## src/rtl/rf_fill_controller_pkg.sv

```systemverilog
// Shared types and constants for the RF fill controller.
// Holds the FSM encoding, buffer IDs and the RF depth sanity check.
package rf_fill_controller_pkg;

    typedef enum logic [2:0] {
        S_IDLE,
        S_WAIT_REQ,
        S_READ,
        S_LAST,
        S_FINISH
    } fill_state_e;

    localparam logic BUF1 = 1'b0;
    localparam logic BUF2 = 1'b1;

    localparam int RF_ADDR_BITWIDTH_DEF = 2;
    localparam int RF_DEPTH_DEF         = 4;

    function automatic bit rf_depth_ok(input int depth, input int aw);
        return depth == (1 << aw);
    endfunction

endpackage

```

## src/rtl/rf_req_arbiter.sv

```systemverilog
// Two-requester round-robin for the RF double buffers.
// Ties go to the buffer not served last; a clear makes rf1 win next.
module rf_req_arbiter
    import rf_fill_controller_pkg::*;
(
    input  logic clk,
    input  logic reset,
    input  logic clear,
    input  logic req1,
    input  logic req2,
    input  logic update,
    input  logic served,
    output logic grant
);

    logic last_served_q;

    always_ff @(posedge clk) begin
        if (reset || clear) begin
            last_served_q <= BUF2;
        end else if (update) begin
            last_served_q <= served;
        end
    end

    always_comb begin
        grant = BUF1;
        if (req1 && req2) begin
            grant = ~last_served_q;
        end else if (req2) begin
            grant = BUF2;
        end
    end

endmodule

```

## src/rtl/rf_fill_controller.sv

```systemverilog
// Streams GBF words into the PE array register files, one
// RF_DEPTH-word burst per need_data request, alternating buffers.
module rf_fill_controller
    import rf_fill_controller_pkg::*;
#(
    parameter int ROW               = 16,
    parameter int COL               = 16,
    parameter int RF_ADDR_BITWIDTH  = RF_ADDR_BITWIDTH_DEF,
    parameter int RF_DEPTH          = RF_DEPTH_DEF,
    parameter int GBF_ADDR_BITWIDTH = 8,
    parameter int GBF_DATA_BITWIDTH = 512
) (
    input  logic                         clk,
    input  logic                         reset,
    input  logic                         start,
    input  logic                         abort,
    input  logic [GBF_ADDR_BITWIDTH-1:0] cfg_gbf_base,
    input  logic [15:0]                  cfg_fills,
    input  logic [ROW*COL-1:0]           cfg_en_mask,
    input  logic                         rf1_need_data,
    input  logic                         rf2_need_data,
    input  logic                         turn_off,
    output logic                         gbf_rd_en,
    output logic [GBF_ADDR_BITWIDTH-1:0] gbf_rd_addr,
    input  logic [GBF_DATA_BITWIDTH-1:0] gbf_rd_data,
    output logic [ROW*COL-1:0]           rf_en,
    output logic [RF_ADDR_BITWIDTH-1:0]  rf_w_addr,
    output logic [GBF_DATA_BITWIDTH-1:0] rf_data,
    output logic                         data_avail,
    output logic                         buf1_send_finish,
    output logic                         buf2_send_finish,
    output logic                         busy,
    output logic                         done
);

    localparam int PES = ROW * COL;
    localparam logic [RF_ADDR_BITWIDTH-1:0] LAST_WORD =
        RF_ADDR_BITWIDTH'(RF_DEPTH - 1);

    if (!rf_depth_ok(RF_DEPTH, RF_ADDR_BITWIDTH)) begin : g_bad_depth
        $error("RF_DEPTH must equal 2**RF_ADDR_BITWIDTH");
    end

    fill_state_e state_q, state_d;

    logic                         target_q;
    logic [15:0]                  fills_left_q;
    logic [GBF_ADDR_BITWIDTH-1:0] gbf_ptr_q;
    logic [RF_ADDR_BITWIDTH-1:0]  word_q;
    logic [PES-1:0]               en_mask_q;
    logic                         wr_valid_q;
    logic [RF_ADDR_BITWIDTH-1:0]  wr_addr_q;
    logic                         data_avail_q;
    logic                         done_q;

    logic rd_en;
    logic run_start;
    logic zero_start;
    logic take_req;
    logic finish_entry;
    logic end_run;
    logic need_sel;
    logic grant;

    assign need_sel = (target_q == BUF2) ? rf2_need_data : rf1_need_data;

    rf_req_arbiter u_arb (
        .clk    (clk),
        .reset  (reset),
        .clear  (abort || run_start),
        .req1   (rf1_need_data),
        .req2   (rf2_need_data),
        .update (finish_entry),
        .served (target_q),
        .grant  (grant)
    );

    always_ff @(posedge clk) begin
        if (reset || abort) begin
            state_q <= S_IDLE;
        end else begin
            state_q <= state_d;
        end
    end

    always_comb begin
        state_d      = state_q;
        rd_en        = 1'b0;
        run_start    = 1'b0;
        zero_start   = 1'b0;
        take_req     = 1'b0;
        finish_entry = 1'b0;
        end_run      = 1'b0;
        unique case (state_q)
            S_IDLE: begin
                if (start && (cfg_fills == '0)) begin
                    zero_start = 1'b1;
                end else if (start) begin
                    run_start = 1'b1;
                    state_d   = S_WAIT_REQ;
                end
            end
            S_WAIT_REQ: begin
                if (fills_left_q == '0) begin
                    end_run = 1'b1;
                    state_d = S_IDLE;
                end else if (rf1_need_data || rf2_need_data) begin
                    take_req = 1'b1;
                    state_d  = S_READ;
                end
            end
            S_READ: begin
                rd_en = 1'b1;
                if (word_q == LAST_WORD) begin
                    state_d = S_LAST;
                end
            end
            S_LAST: begin
                finish_entry = 1'b1;
                state_d      = S_FINISH;
            end
            S_FINISH: begin
                if (turn_off || !need_sel) begin
                    state_d = S_WAIT_REQ;
                end
            end
            default: state_d = S_IDLE;
        endcase
    end

    // Write side trails the read strobe by one cycle to meet GBF latency.
    always_ff @(posedge clk) begin
        if (reset || abort) begin
            target_q     <= BUF1;
            fills_left_q <= '0;
            gbf_ptr_q    <= '0;
            word_q       <= '0;
            en_mask_q    <= '0;
            wr_valid_q   <= 1'b0;
            wr_addr_q    <= '0;
            data_avail_q <= 1'b0;
            done_q       <= 1'b0;
        end else begin
            wr_valid_q <= rd_en;
            wr_addr_q  <= rd_en ? word_q : '0;
            done_q     <= zero_start || end_run;
            if (run_start) begin
                en_mask_q    <= cfg_en_mask;
                gbf_ptr_q    <= cfg_gbf_base;
                fills_left_q <= cfg_fills;
                word_q       <= '0;
                data_avail_q <= 1'b0;
            end
            if (take_req) begin
                target_q <= grant;
                word_q   <= '0;
            end
            if (rd_en) begin
                gbf_ptr_q <= gbf_ptr_q + 1'b1;
                word_q    <= word_q + 1'b1;
            end
            if (finish_entry) begin
                fills_left_q <= fills_left_q - 16'd1;
                data_avail_q <= 1'b1;
            end
            if (end_run) begin
                data_avail_q <= 1'b0;
            end
        end
    end

    assign gbf_rd_en        = rd_en;
    assign gbf_rd_addr      = rd_en ? gbf_ptr_q : '0;
    assign rf_en            = wr_valid_q ? en_mask_q : '0;
    assign rf_w_addr        = wr_addr_q;
    assign rf_data          = wr_valid_q ? gbf_rd_data : '0;
    assign data_avail       = data_avail_q;
    assign buf1_send_finish = (state_q == S_FINISH) && (target_q == BUF1);
    assign buf2_send_finish = (state_q == S_FINISH) && (target_q == BUF2);
    assign busy             = (state_q != S_IDLE);
    assign done             = done_q;

endmodule

```

## config.mk

```make
export PLATFORM = sky130hd
export DESIGN_NAME = rf_fill_controller
export DESIGN_NICKNAME = d
export VERILOG_FILES = /design/src/rtl/rf_fill_controller_pkg.sv /design/src/rtl/rf_req_arbiter.sv /design/src/rtl/rf_fill_controller.sv
export SDC_FILE = /design/constraint.sdc
export NUM_CORES = 1
export LEC_CHECK = 0
export BUFFER_PORTS_ARGS = -buffer_cell sky130_fd_sc_hd__buf_2
export CAP_MARGIN = 20
export CELL_PAD_IN_SITES_DETAIL_PLACEMENT = 0
export CELL_PAD_IN_SITES_GLOBAL_PLACEMENT = 1
export CORE_AREA = 2 2 622 624
export DETAILED_ROUTE_END_ITERATION = 7
export DIE_AREA = 0 0 624 626
export GPL_TIMING_DRIVEN = 0
export PLACE_DENSITY = 0.35
export SETUP_SLACK_MARGIN = 0.02
export SYNTH_ARGS = -nofsm -noshare
export SYNTH_HDL_FRONTEND = slang
export SYNTH_SLANG_ARGS = --single-unit
```

## constraint.sdc

```tcl
create_clock -name clk -period 2.5 [get_ports clk]
set_clock_uncertainty 0.2 [all_clocks]
set_input_delay 0.25 -clock clk [delete_from_list [all_inputs] [get_ports clk]]
set_output_delay 0.25 -clock clk [all_outputs]
set_load 0.05 [all_outputs]
```

======== Word level (Yosys, flattened, before mapping) ========
Index checks and enable logic that the tools add are counted.
word-level totals
  memory bits (writable) .................. 0
  flip-flop bits (word level) ............. 292
  latch bits .............................. 0
  input port bits ......................... 799
  memories kept ........................... 0
  memory bits (read-only) ................. 0
cells by class
  reduce and logical (&&, ||, !) cells .... 21
  $add $sub $neg .......................... 3
  divide/modulo/power cells ............... 0
  eq/ne operators ......................... 10
  $lt $le $gt $ge ......................... 0
  bitwise gates (word level) .............. 3
  shift-type cells ........................ 0
  multiplexer cells ....................... 34
  multiply operators ...................... 0
operator list
  operator               number
  $mux 512               1
  $mux 256               1
  $logic_not 16->1       2
  $mux 16                2
  $mux 8                 3
  $mux 3                 6
  $mux 1                 17
  $sub 16x1->16 const B  1
  $pmux 3 s5             1
  $add 8x1->8 const B    1
  $ne 2x2->1 const B     4
  $eq 3x2->1 const B     2
  $logic_or 1x1->1       6
  $mux 2                 3
  $reduce_bool 3->1      2
  $reduce_and 5->1       1
  $logic_and 1x1->1      4
  $reduce_bool 2->1      2
  $reduce_or 2->1        2
  $eq 3x1->1 const B     1
  $eq 3x3->1 const B     1
  $logic_not 3->1        1
  $ne 3x3->1 const B     1
  $not 1->1              3
  other kinds (3)        3

======== Depth between registers and ports, before layout ========
Gate-level depths: netlist of run 1.
  word-level depth ........................ 7
  depth in mapped cells ................... 6

======== By module ========
Synthesis of run 1 repeated with hierarchy kept, for this count alone.
second synthesis, totals
  cells, all modules ...................... 2,203
  area, all modules ....................... 15,770.1 µm²
by module, submodules not included
  module              area each (µm²)  instances  cells each  sequential area each (µm²)
  rf_fill_controller  15,725.1         1          2,198       5,825.6
  rf_req_arbiter      45.0             1          5           20.0

======== Worst setup path after synthesis of run 1 ========
OpenSTA, ideal clock, no wires.
  kind .................................... reg2reg
  start ................................... reg state_q[1]
  end ..................................... reg gbf_ptr_q[7]
  cell stages (with the launch flop) ...... 6
  arrival time ............................ 2,758 ps
  setup slack ............................. -528 ps
  clock period less this slack ............ 3,028 ps
  cells stage by stage .................... dfxtp_1 -> clkbuf_1 -> nor4bb_1 -> nand4_1 -> a2bb2oi_1 -> a21oi_1
between the ends
  word-level cells in the longest chain between the ends .. 3
RTL lines
  element                                               line                       source
  from (decl)                                           rf_fill_controller.sv:44   fill_state_e state_q, state_d;
  from (signal assigned)                                rf_fill_controller.sv:82   state_q <= state_d;
  $eq 3x2->1 / $logic_not 3->1 (equally long branches)  rf_fill_controller.sv:94   unique case (state_q)
  $mux 1                                                rf_fill_controller.sv:94
  $mux 8 / $reduce_bool 2->1 (equally long branches)    n/a
  to (signal assigned)                                  rf_fill_controller.sv:149  gbf_ptr_q <= cfg_gbf_base;
  to (signal assigned)                                  rf_fill_controller.sv:159  gbf_ptr_q <= gbf_ptr_q + 1'b1;
  to (decl)                                             rf_fill_controller.sv:48   logic [GBF_ADDR_BITWIDTH-1:0] gbf_ptr_q;
Parallel ways exist; a longest one is shown, timed or not.
A chain may end at the register's enable or synchronous reset.

======== Worst setup path after layout of run 1 ========
  start ................................... reg wr_valid_q
  end ..................................... out rf_data[409]
between the ends
  word-level cells in the longest chain between the ends .. 1
RTL lines
  element                 line                       source
  from (decl)             rf_fill_controller.sv:51   logic wr_valid_q;
  from (signal assigned)  rf_fill_controller.sv:144  wr_valid_q <= rd_en;
  $mux 512                rf_fill_controller.sv:176  assign rf_data = wr_valid_q ? gbf_rd_data : '0;
  to (decl)               rf_fill_controller.sv:28   output logic [GBF_DATA_BITWIDTH-1:0] rf_data,
Every way passes these cells.

==> results of run 1 <==
==> synthesized netlist by cell type (all sizes together) (3+ instances only) <==
library cell	number
a211oi	3
a21oi	272
a2bb2oi	6
a31oi	14
and2	776
and3	4
and4	4
buf	52
clkbuf	134
dfxtp	292
ha	3
inv	6
mux2i	4
nand2	529
nand3	10
nand4	3
nor2	13
nor3	5
nor4	7
nor4b	3
o211ai	5
o21ai	6
o311ai	5
or3	6
or3b	3
or4	7
==> registers in the layout, indices dropped and copies added, names as in the netlist, 2 cells and up <==
name          flops
en_mask_q       256
fills_left_q     16
gbf_ptr_q         8
state_q           3
rf_w_addr         2
word_q            2
==> cell type report <==
type                    count  area (um^2)
fillers                 44700       342000
repair buffers           1897        16800
multi-input cells        1716        10000
well taps                5060         6330
flip-flops and latches    292         5860
plain buffers             183         1650
clock buffers              65         1310
diodes                    100          250
clock inverters            17          218
inverters                   6         27.5
==> repair_timing <==
| action | in CTS | in global routing |
|---|---|---|
| pin swaps | 15 | 8 |
| endpoints found under the setup margin | 1060 | 1054 |
| buffers inserted | 6 | 3 |
| hold buffers | 291 | 0 |
| cloned | 2 | 5 |
| hold endpoints to repair | 289 | 0 |
| gates resized for setup | 1322 | 1246 |
==> worst max-delay path, delay by kind of cell (launching register included) <==
kind	cells	cell delay [ns]
buffers and inverters	6	0.98
flip-flops	1	0.38
AND/OR/NAND/NOR	1	0.22
==> per-stage QoR <==
stage / worst slack, ns / setup TNS, ns / utilization (%) / hold WS, ns / total power [W]
floorplan: 0.0620 / 0 / - / 0.186 / 0.00563
global placement: -3.13 / -2187.88 / 7.83 / 0.241 / 0.00718
detailed placement: -1.50 / -756.28 / 7.87 / 0.243 / 0.00720
CTS: -0.332 / -239.28 / 10.0 / 0.00155 / 0.0148
global route: -0.266 / -132.30 / 11.0 / 0.00467 / 0.0150
finish: -0.244 / -52.87 / 11.0 / 0.0239 / 0.0145
==> where the power goes <==
| part | switching, W | internal (W) | total, W |
|---|---|---|---|
| clock | 0.00278 | 0.00406 | 0.00684 |
| sequential | 0.000114 | 0.00480 | 0.00492 |
| combinational | 0.00160 | 0.00113 | 0.00273 |
==> path summary, 6_finish.rpt <==
path / from / to / slack [ns]
max: wr_valid_q / rf_data[409] / -0.24
min: start / gbf_ptr_q[2] / 0.02
max reg2reg: state_q[0] / en_mask_q[177] / 0.01
min reg2reg: en_mask_q[133] / en_mask_q[133] / 0.25
==> metal layers <==
layer / up-vias / GRT usage [%] / routed length, um
li1: 11000 / - / -
met1: 12300 / 17.0 / 119000
met2: 1474 / 22.0 / 128000
met3: 456 / 5.84 / 29100
met4: 76 / 5.35 / 12700
met5: - / 0.358 / 540
==> cells by family (layout without fill, tap and decap cells) <==
group / count (synthesis) / after routing / share of synthesized area, %
mux: 4 / 4 / 0.253
simple gates: 1385 / 1385 / 46.5
flops: 292 / 292 / 36.9
compound gates: 324 / 324 / 11.1
other cells: 0 / 100 / 0
fa+ha+maj: 3 / 3 / 0.237
buf+inv: 192 / 2168 / 5.08
==> key figures, run 1 <==
Outcome
  – Status: complete, but fails checks
  – Violated checks: negative setup slack

Critical path
  – Worst Path Required: 2.05 ns
  – Crit path DAT: 2.29 ns
  – CP Capture Type: primary output
  – Element type at the critical path start: register
  – Worst path most repeated cell: clkbuf_16
  – Cells along the critical path: clkbuf_16, buf_16, buf_12, clkbuf_16, clkbuf_16, and2_4, buf_12
  – Worst path slowest cell: dfxtp_4
  – Crit Path Max Fanout: 5
  – Setup Crit Path Kind: register to primary output
  – Largest stage delay, worst path: 0.38 ns
  – R2R depth: 7

Yosys
  – Post-synth top flop: dfxtp_1
  – Synth area leaders: dfxtp_1, and2_1, nand2_1
  – Synthesized area per cell: 7.20 um^2
  – Seq/Total Area, Yosys: 36.9%
  – Syn nets: 3002
  – Distinct cell type count after synthesis: 54
  – Register bit total from synthesis: 292
  – Post-synth ARST share: 0%
  – Warnings from Yosys: 0
  – Synth Cell Area: 15800 um^2
  – Dominant cell type by area after synthesis: dfxtp_1
  – Post-synth EDFFs: 0
  – Share of the synthesized area in the top cell type: 36.9%
  – Syn Inst Count: 2200

Place
  – Area post-placement: 30300 um^2
  – Final GP Congestion: 1.10
  – Detailed Place HPWL: 263 mm
  – PortBufs: 1582
  – Placed Cells: 8850

Clocking
  – TritonCTS clock tree: yes
  – CTS clk-pin slew, worst paths: 0.06 ns
  – Root buf cell: clkbuf_16
  – Worst-Skew Late Latency: 0.66 ns
  – H-tree Lvls: 2
  – CTS Buf Count: 45
  – CTS Sinks: 292
  – CTS max path bufs: 3

Global route
  – Global-route wire length before repair: 340 mm
  – GRT Total Usage: 14.1%
  – Antenna violations before repair: 255
  – Grt ovf: 0
  – Vias in the first global route: 24700
  – Largest net degree at the start of global routing: 12

Route
  – Final ANT Viol Nets: 0
  – Drt first-iter violations: 1408
  – Drt drc: 0
  – DR vias: 25300
  – Drt pass-1 iters: 6
  – Wire per inst: 31.0 um
  – Vias per cell: 2.71
  – Total Routed Length: 289 mm

Floorplanning
  – Num rows: 228
  – CORE AREA: 384000 um^2
  – DIE WIDTH: 624 um
  – Initial Util: 4.12%
  – Io pins: 1583
  – Die height: 626 um
  – Die area: 391000 um^2

STA
  – Worst slew margin: 37.0%
  – Post-route setup slack: -0.244 ns
  – Min cycle time layout: 2.74 ns
  – Final Max Tran Viols: 0
  – Tcrit/Tclk final: 110%
  – FMAX: 364 MHz
  – Final Hold Fails: 0
  – Setup violations, final: 669
  – RSZ-0062 raised after global routing: true
  – Worst-Margin Slew: 0.937 ns

Power
  – VDD IR max: 0.000441 V
  – Pleak: 17.7 nW
  – Pwr Density: 341 nW/um^2

Hold path
  – Worst hold stages: 4
  – Hold Crit Class: primary input to register

Layout
  – Commonest cells after routing, fill and taps aside: buf_2, nand2_1, and2_1, buf_6
  – Final Instance Area: 42500 um^2
  – Layout area overhead: 168%
  – Non-Filler Instances: 9336
  – Layout cells sized above 1: 51.7%
  – Nets@finish: 4943
  – Commonest non-fill, non-tap cell in the layout: buf_2

Flow run
  – Max cap viols: 0
No activity file was read; power rests on OpenSTA's default activity.
==> inputs of run 2 (changes only) <==
Settings changed: SKIP_LAST_GASP set to 1.
==> run 2 against run 1 <==
Against the previous run:
- the run still ends with negative setup slack left
- largest power group unchanged
- utilization shrank 0.42 points
- sequential power is essentially flat
- design area shrank 3.8%
- highest routed layer unchanged
- critical path depth is the same
- critical path type unchanged
==> key figures, run 2 (same netlist as run 1, synthesis figures left out) <==
Outcome
  – Status: complete, but fails checks
  – Violated checks: negative setup slack

Critical path
  – Crit path DAT: 2.28 ns
  – CP Capture Type: primary output
  – Worst Path Required: 2.05 ns
  – CP Buf/Inv Count: 6
  – CP top delay family: buffers and inverters
  – Element type at the critical path start: register
  – Cells along the critical path: clkbuf_16, buf_12, buf_12, clkbuf_16, clkbuf_16, and2_4, buf_12
  – Worst path slowest cell: dfxtp_4
  – Largest stage delay, worst path: 0.39 ns
  – Setup Crit Path Kind: register to primary output
  – Crit Path Max Fanout: 5

Route
  – Vias per cell: 2.71
  – DR vias: 25300
  – Final ANT Viol Nets: 0
  – Wire per inst: 30.9 um
  – Total Routed Length: 288 mm
  – Drt pass-1 iters: 5
  – Drt drc: 0
  – Drt first-iter violations: 1390

Power
  – Pwr Density: 354 nW/um^2
  – VDD IR max: 0.000438 V
  – Pleak: 17.3 nW
  – Tot Pwr: 0.0145 W

Layout
  – Commonest cells after routing, fill and taps aside: buf_2, and2_1, nand2_1, dlygate4sd3_1, dfxtp_1
  – Commonest non-fill, non-tap cell in the layout: buf_2
  – Util after Layout: 10.6%
  – Fillcell total: 44800
  – Register area: 5860 um^2
  – Largest regs: en_mask_q x256, fills_left_q x16, gbf_ptr_q x8
  – Layout cells sized above 1: 50.1%
  – Largest register FFs: 256
  – Area occupied by multi-input gates: 9820 um^2
  – Layout area overhead: 158%
  – Final Instance Area: 40900 um^2
  – Most flops, register: en_mask_q
  – Nets@finish: 4952

STA
  – Worst-Margin Slew: 0.938 ns
  – FMAX: 366 MHz
  – Min cycle time layout: 2.73 ns
  – Final Hold Fails: 0
  – Hold Slack: 0.0918 ns
  – Tcrit/Tclk final: 109%
  – Worst slew margin: 36.9%
  – Final Max Tran Viols: 0
  – RSZ-0062 raised after global routing: true
  – Post-route setup slack: -0.229 ns
  – Setup violations, final: 657

Floorplanning
  – DIE WIDTH: 624 um
  – CORE AREA: 384000 um^2
  – Die area: 391000 um^2
  – Num rows: 228
  – Io pins: 1583
  – Initial Util: 4.12%
  – Die height: 626 um

Hold path
  – Hold Crit Class: primary input to register

Clocking
  – Worst-Skew Late Latency: 0.66 ns
  – CTS Sinks: 292
  – CTS clk-pin slew, worst paths: 0.06 ns
  – CTS Buf Count: 45
  – Root buf cell: clkbuf_16
  – CTS max path bufs: 3
  – H-tree Lvls: 2
  – TritonCTS clock tree: yes

Place
  – Area post-placement: 30300 um^2
  – Detailed Place HPWL: 263 mm
  – Final GP Congestion: 1.10
  – PortBufs: 1582
  – DP Worst Slack: -1.50 ns

Global route
  – GRT Total Usage: 14.0%
  – Grt ovf: 0
  – Antenna violations before repair: 256
  – Global-route wire length before repair: 340 mm
  – Vias in the first global route: 24700
  – Largest net degree at the start of global routing: 12

Flow run
  – Max cap viols: 0
## run 2: cell count changes in the layout (fill, tap and decap cells not counted), sizes merged
| cell | delta |
|---|---|
| diode | -7 |
| clkinv | +1 |
| inv | -1 |
| buf | -33 |
| clkbuf | +42 |
## run 2: tightest hold or removal path, delay by kind of cell
kind | cells | cell delay (ns)
buffers and inverters | 1 | 0.11
AND/OR/NAND/NOR | 1 | 0.24
AO/OA/AOI/OAI | 2 | 0.30
## run 2: routing by layer
metal	track usage, %	vias up	wire length [um]	share of wire, %
met2	21.7	1472	126000	44
met3	5.85	470	29900	10
met4	5.82	80	13400	4.6
met1	17.0	12300	118000	41
met5	0.358	-	519	0.18
li1	-	11000	-	-
## run 2: what timing repair did
action | CTS | global route
hold buffers | 291 | 0
resized for setup | 1195 | 862
cloned | 2 | 5
endpoints found under the setup margin | 1060 | 1055
setup buffers | 6 | 12
hold endpoints to repair | 289 | 0
pin swaps | 8 | 9
## run 2: per-stage QoR
step / setup TNS (ns) / std cells
after floorplan: 0 / 2200
after global placement: -2187.88 / 8842
after detailed placement: -756.28 / 8850
after CTS: -268.05 / 9229
after global routing: -148.44 / 9277
final: -67.73 / 9338
## run 2: power by group
part	total [W]	switching [W]	internal (W)
clock network	0.00683	0.00277	0.00406
registers	0.00492	0.000113	0.00480
logic	0.00272	0.00159	0.00113
total	0.0145	0.00448	0.00999
## run 2: path summary, 6_finish.rpt
kind / to / slack, ns / cells past startpoint / start
min reg2reg: en_mask_q[133] / 0.25 / 2 / en_mask_q[133]
max reg2reg: en_mask_q[177] / 0.06 / 7 / state_q[0]
min: state_q[2] / 0.09 / 4 / start
max: rf_data[409] / -0.23 / 7 / wr_valid_q
## run 2: area by class of cell
class                      instances  share of cell area [%]
clock inverter                    17                   0.533
antenna                           93                   0.570
tap                             5060                    15.5
sequential                       292                    14.3
timing repair buffer            1906                    38.0
multi-input combinational       1716                    24.0
inverter                           6                  0.0674
clock buffer                      65                    3.21
buffer                           183                    3.73
